<file path="src/rtl/dmem_arbiter.sv">
// Shares one dmem port between processor and host; zero-latency grant, one-cycle read return.
// Optional round-robin arbitration when DMEM_ARB_RR_EN is defined (default: fixed priority + starvation override).
module dmem_arbiter #(
  parameter int ADDR_W     = 12,
  parameter int DATA_W     = 32,
  parameter int STARVE_MAX = 15
) (
  input  logic              i_clock,
  input  logic              i_reset,
  input  logic              i_p_req,
  input  logic              i_p_wren,
  input  logic [ADDR_W-1:0] i_p_addr,
  input  logic [DATA_W-1:0] i_p_wdata,
  input  logic              i_h_req,
  input  logic              i_h_wren,
  input  logic [ADDR_W-1:0] i_h_addr,
  input  logic [DATA_W-1:0] i_h_wdata,
  output logic              o_p_gnt,
  output logic              o_h_gnt,
  output logic              o_p_rvalid,
  output logic              o_h_rvalid,
  output logic [DATA_W-1:0] o_p_rdata,
  output logic [DATA_W-1:0] o_h_rdata,
  output logic [ADDR_W-1:0] o_address_dmem,
  output logic [DATA_W-1:0] o_data,
  output logic              o_wren,
  input  logic [DATA_W-1:0] i_q_dmem,
  output logic              o_busy
);

  // state   | meaning
  // ST_NONE | nothing granted since reset
  // ST_PROC | most recent grant went to the processor
  // ST_HOST | most recent grant went to the host
  typedef enum logic [1:0] {
    ST_NONE = 2'd0,
    ST_PROC = 2'd1,
    ST_HOST = 2'd2
  } owner_t;

  owner_t r_last;
  owner_t w_last_nxt;
  logic   w_p_gnt;
  logic   w_h_gnt;
  logic   w_h_pri;
  logic   r_rd_pend;
  logic   r_rd_owner;

`ifndef DMEM_ARB_RR_EN
  localparam logic [7:0] STARVE_LIM = 8'(STARVE_MAX);
  logic [7:0] r_starve;

  always_ff @(posedge i_clock) begin
    if (i_reset) begin
      r_starve <= 8'd0;
    end else if (i_h_req && !w_h_gnt) begin
      if (r_starve != 8'hFF) r_starve <= r_starve + 8'd1;
    end else begin
      r_starve <= 8'd0;
    end
  end
`endif

  always_ff @(posedge i_clock) begin
    if (i_reset) r_last <= ST_NONE;
    else         r_last <= w_last_nxt;
  end

  always_comb begin
    w_last_nxt = r_last;
    if (w_p_gnt)      w_last_nxt = ST_PROC;
    else if (w_h_gnt) w_last_nxt = ST_HOST;
  end

  // Host wins a contested cycle only when w_h_pri; reset blocks every grant.
  always_comb begin
`ifdef DMEM_ARB_RR_EN
    w_h_pri = (r_last == ST_PROC);
`else
    w_h_pri = (r_starve >= STARVE_LIM);
`endif
    w_h_gnt = !i_reset && i_h_req && (!i_p_req || w_h_pri);
    w_p_gnt = !i_reset && i_p_req && !w_h_gnt;
  end

  always_comb begin
    o_address_dmem = '0;
    o_data         = '0;
    o_wren         = 1'b0;
    if (w_p_gnt) begin
      o_address_dmem = i_p_addr;
      o_data         = i_p_wdata;
      o_wren         = i_p_wren;
    end else if (w_h_gnt) begin
      o_address_dmem = i_h_addr;
      o_data         = i_h_wdata;
      o_wren         = i_h_wren;
    end
  end

  always_ff @(posedge i_clock) begin
    if (i_reset) begin
      r_rd_pend  <= 1'b0;
      r_rd_owner <= 1'b0;
    end else begin
      r_rd_pend  <= (w_p_gnt || w_h_gnt) && !o_wren;
      r_rd_owner <= w_h_gnt;
    end
  end

  // Gating by reset suppresses a return whose read was granted just before reset.
  always_comb begin
    o_p_gnt    = w_p_gnt;
    o_h_gnt    = w_h_gnt;
    o_p_rvalid = !i_reset && r_rd_pend && !r_rd_owner;
    o_h_rvalid = !i_reset && r_rd_pend && r_rd_owner;
    o_p_rdata  = o_p_rvalid ? i_q_dmem : '0;
    o_h_rdata  = o_h_rvalid ? i_q_dmem : '0;
    o_busy     = !i_reset && (w_p_gnt || w_h_gnt || r_rd_pend);
  end

endmodule

</file>
<file path="config.mk">
export PLATFORM = sky130hd
export DESIGN_NAME = dmem_arbiter
export DESIGN_NICKNAME = d
export VERILOG_FILES = /design/src/rtl/dmem_arbiter.sv
export SDC_FILE = /design/constraint.sdc
export NUM_CORES = 1
export LEC_CHECK = 0
export ABC_CLOCK_PERIOD_IN_PS = 2580
export CAP_MARGIN = 30
export CORE_MARGIN = 4
export CORE_UTILIZATION = 26
export CTS_CLUSTER_SIZE = 14
export DETAILED_ROUTE_END_ITERATION = 10
export PLACE_DENSITY = 0.84
export SYNTH_ARGS = -nofsm -noshare
export SYNTH_HDL_FRONTEND = slang
export SYNTH_SLANG_ARGS = --single-unit
</file>
<file path="constraint.sdc">
create_clock -name i_clock -period 2.58 [get_ports i_clock]
set_input_delay 0.387 -clock i_clock [delete_from_list [all_inputs] [get_ports i_clock]]
set_output_delay 0.387 -clock i_clock [all_outputs]
set_load 0.05 [all_outputs]
</file>
# ---- Word-level counts from Yosys, hierarchy flattened
# Index checks and enable logic that the tools add are counted.
dict set report op_classes {
  addsub 1
  order_cmp 1
  n_eq_ne 1
  muxes 8
  bitwise 1
  reduce_logical 19
}
# cell count
set ops {}
lappend ops {{$mux 32} 4}
lappend ops {{$mux 12} 2}
lappend ops {{$logic_and 1x1->1} 10}
lappend ops {{$add 8x1->8 const B} 1}
lappend ops {{$ge 8x4->1 const B} 1}
lappend ops {{$ne 8x8->1 const B} 1}
lappend ops {{$logic_not 1->1} 5}
lappend ops {{$logic_or 1x1->1} 3}
lappend ops {{$mux 1} 2}
lappend ops {{$reduce_or 2->1} 1}
lappend ops {{$not 1->1} 1}
dict set report word_totals {
  regBits 10
  out_inout_bits 114
}

# ---- Logic depth before layout (Yosys ltp)
dict set report depth {
  depth_word 8
  depth_mapped 6
  ltp_nobuf 4
}

# ---- Worst setup path after synthesis
# OpenSTA, ideal clock, no wires.
dict set report synth_timing {
  kind {input to output}
  startpoint {input i_p_req}
  endpoint {output o_address_dmem[10]}
  t_arrival_ps 2614
  path_slack_ps -421
  path_stages 4
  path_buffers 1
  cell_sequence {or4b_4 -> o31a_1 -> clkbuf_1 -> o32ai_1}
}
dict set report synth_via {
  elab_chain_len 6
  word_cells_on_any_way 8
  classes_between {2 x mux; 6 x reduce/logical}
}
# item line
set synth_lines {}
lappend synth_lines {{start: declaration} 10} ;# input logic i_p_req,
lappend synth_lines {{$logic_not 1->1} 82} ;# w_h_gnt = !i_reset && i_h_req && (!i_p_req || w_h_pri);
lappend synth_lines {{$logic_or 1x1->1} 82}
lappend synth_lines {{$logic_and 1x1->1} 82}
lappend synth_lines {{$logic_not 1->1} 83} ;# w_p_gnt = !i_reset && i_p_req && !w_h_gnt;
lappend synth_lines {{$logic_and 1x1->1} 83}
lappend synth_lines {{$mux 12 *} 90} ;# if (w_p_gnt) begin
lappend synth_lines {{end: declaration} 24} ;# output logic [ADDR_W-1:0] o_address_dmem,
# Every way passes the cells marked *; elsewhere a longest branch is shown, timed or not.

# ---- Worst setup path in the final report
# Same ends and word-level chain as after synthesis.

==> run metrics <==
status=complete, no violations; Max-Cap Viols=0; Synth Flop Type=dfxtp_1; FILL cells=around 460; dpl hpwl=8.53 mm; largest net degree at the start of global routing=48; clk sinks=10; P&R area growth vs syn=180%; GPL Wtd Cong=between 0.8 and 0.9; Routed Antenna Nets=0; Root Buffer=clkbuf_8; distinct cell type count after synthesis=29; max-slew violations=0; DP Worst Slack=-0.280 ns; Most Frequent Cell on Critical Path=buf_12; Final Cycle Share=between 90% and 100%; Tot GR Track Use=a little over a fifth; CP Launch Type=input port; Clock Skew=between 0.0005 and 0.0006 ns; Port Buf Inserts=approximately 240; Max FO, Critical Path=8; global-route wire length before repair=approximately 15 mm; crit path max-delay cell type=or4b_4; Avg WL per Cell=between 15 and 20 um; number of I/O pins=240; clk_lat worst skew=~0.23 ns; Worst Setup SP=i_p_req; Diodes inserted=0; Worst path top cell family by delay=buffers and inverters; CP peak stage delay=0.48 ns; pwr/cell area=roughly 220 nW/um2; postcts setup bufs=0; Die X=approximately 93 um; cell breakdown of the critical path=dlygate4sd2_1 > or4b_4 > buf_6 > o31ai_4 > buf_12 > buf_12 > o32ai_1 > buf_4 > buf_12; asr flop ratio synth=0%; Seq cells post-synth=10; clk slew on worst S/H paths=0.05 ns; Post-synth EDFFs=0; worst vdd ir=145 uV; DRC=0; Worst Hold Class=register to register; Initial DRT Pass Iterations=4; Final Hold Viols=0; Layout Nets=627; DR vias=approximately 2600; Synth Cell Area=between 1500 and 2000 um2; Post-Synthesis Cells=roughly 260; WP data required=2.19 ns; final core utilization=around three quarters; Num CTS Buffers=3; Crit. End Element=output port; critical path class=input port to output port; # rows=30; Iteration-0 DRC Markers=between 60 and 70; Die H=between 90 and 100 um; share of cells above drive strength 1=between 30 and 40%; Arr. time, crit path=2.13 ns; Vias/cell=around 4.4; final worst-path setup slack=about 0.066 ns; Longest Clk Path Bufs=2; Mean Syn Cell Area=between 7 and 8 um2; Min Clock Period, post-route=between 2 and 3 ns; final setup fails=0; Buf/Inv on CP=6; H-tree depth=1; vias in the first global route=between 2000 and 3000; Leakage=~2.4 nW; CTS tree=yes; gr ovfl total=0; Tot Pwr=1.16 mW; CORE AREA=slightly below 7000 um2; worst hold start=r_starve[0]; unrepaired setup endpoints after global routing=no; starting density of the core=a little over a quarter; FF-to-FF Start=r_starve[4]; sequential area share after synthesis=between 10% and 20%; Max Clk Rate=between 0.3 and 0.4 GHz; Die Area=between 8000 and 9000 um2; antenna violations before repair=0; YS warnings=0; Detailed Route WL=9.86 mm
==> registers in the layout (all words and copies together), names as in the netlist <==
name        count
r_rd_owner      1
r_starve        8
r_rd_pend       1
==> worst paths after layout <==
path	endpoint	slack, ns	cells past startpoint
worst max-delay path	o_address_dmem[10]	0.07	9
worst min-delay path	r_starve[0]	0.47	1
worst max register to register	r_rd_pend	0.79	6
worst min register to register	r_starve[0]	0.47	1
==> layer usage <==
metal,wire (um),global-route usage [%],up-vias
met5,0,0,-
met4,242,5.49,0
met3,489,3.82,18
met2,5850,45.7,111
met1,3280,21.1,1208
li1,-,-,1298
==> placed cells by master (no fill, tap or decap), types with 2 or more instances in the layout <==
cell	Yosys	layout
inv_2	2	2
dfxtp_1	10	10
clkdlybuf4s50_1	0	124
inv_1	90	90
nor2_1	2	2
nor3_1	3	3
buf_4	1	54
buf_12	0	74
clkbuf_8	0	4
conb_1	1	4
and2_1	64	64
o32ai_2	30	40
o32ai_1	16	6
buf_6	4	4
==> report_power, final <==
part | total, mW | internal, mW | switching [mW]
clock | 0.194 | 0.134 | 0.0597
combinational | 0.799 | 0.384 | 0.415
sequential | 0.164 | 0.160 | 0.00366
==> worst register-to-register path: cells and delay by family (launching register included) <==
kind | cells | cell delay, ns
flip-flops | 1 | 0.30
buffers and inverters | 3 | 0.49
AO/OA/AOI/OAI | 2 | 0.34
AND/OR/NAND/NOR | 1 | 0.54
==> Yosys cell counts, types with 2 or more instances <==
cell type	count	area share [%]
clkbuf_1	11	2.2
o32ai_1	16	7.5
nor2_1	2	0.40
dfxtp_1	10	11
nand2b_1	2	0.67
and2_1	64	22
nor3_1	3	0.81
buf_2	4	1.1
inv_2	2	0.40
o32ai_2	30	26
and3_1	2	0.67
inv_1	90	18
buf_6	4	2.4
==> kinds of logic (layout without fill, tap and decap cells) <==
| group | count (synthesis) | after routing | share of synthesized area [%] |
|---|---|---|---|
| other | 1 | 4 | 0.201 |
| DFF | 10 | 10 | 10.8 |
| xor gates and xnor gates | 2 | 2 | 0.941 |
| and+or+nand+nor | 80 | 80 | 26.9 |
| buffers and inverters | 113 | 353 | 24.9 |
| adders and majority gates | 1 | 1 | 0.672 |
| AOI/OAI and AO/OA | 49 | 49 | 35.6 |
==> through the flow <==
stage	cell area, um2	std cells	hold slack, ns	setup TNS, ns
2_1_floorplan	1920	259	0.428	-3.79
3_3_place_gp	5100	591	0.445	-8.42
3_5_place_dp	5100	591	0.451	-9.66
4_1_cts	5180	595	0.471	0
5_1_grt	5200	595	0.484	0
6_report	5200	595	0.474	0
==> repair_timing <==
| action | 4_1_cts | 5_1_grt |
|---|---|---|
| setup endpoints to repair | 48 | 6 |
| endpoints found under the hold margin | 0 | 0 |
| gates cloned | 0 | 0 |
| pin swaps | 2 | 0 |
| resized for setup | 6 | 5 |
| hold buffers | 0 | 0 |
==> area by class of cell <==
| class | instances | area [um2] | share of cell area, % |
|---|---|---|---|
| Inverter | 92 | 345 | 6.63 |
| Multi-Input combinational cell | 136 | 1300 | 25.0 |
| Tap cell | 96 | 120 | 2.31 |
| Sequential cell | 10 | 200 | 3.85 |
| Timing Repair Buffer | 257 | 3180 | 61.1 |
| Clock buffer | 4 | 55.1 | 1.06 |
Power figures use the tool's default switching activity.
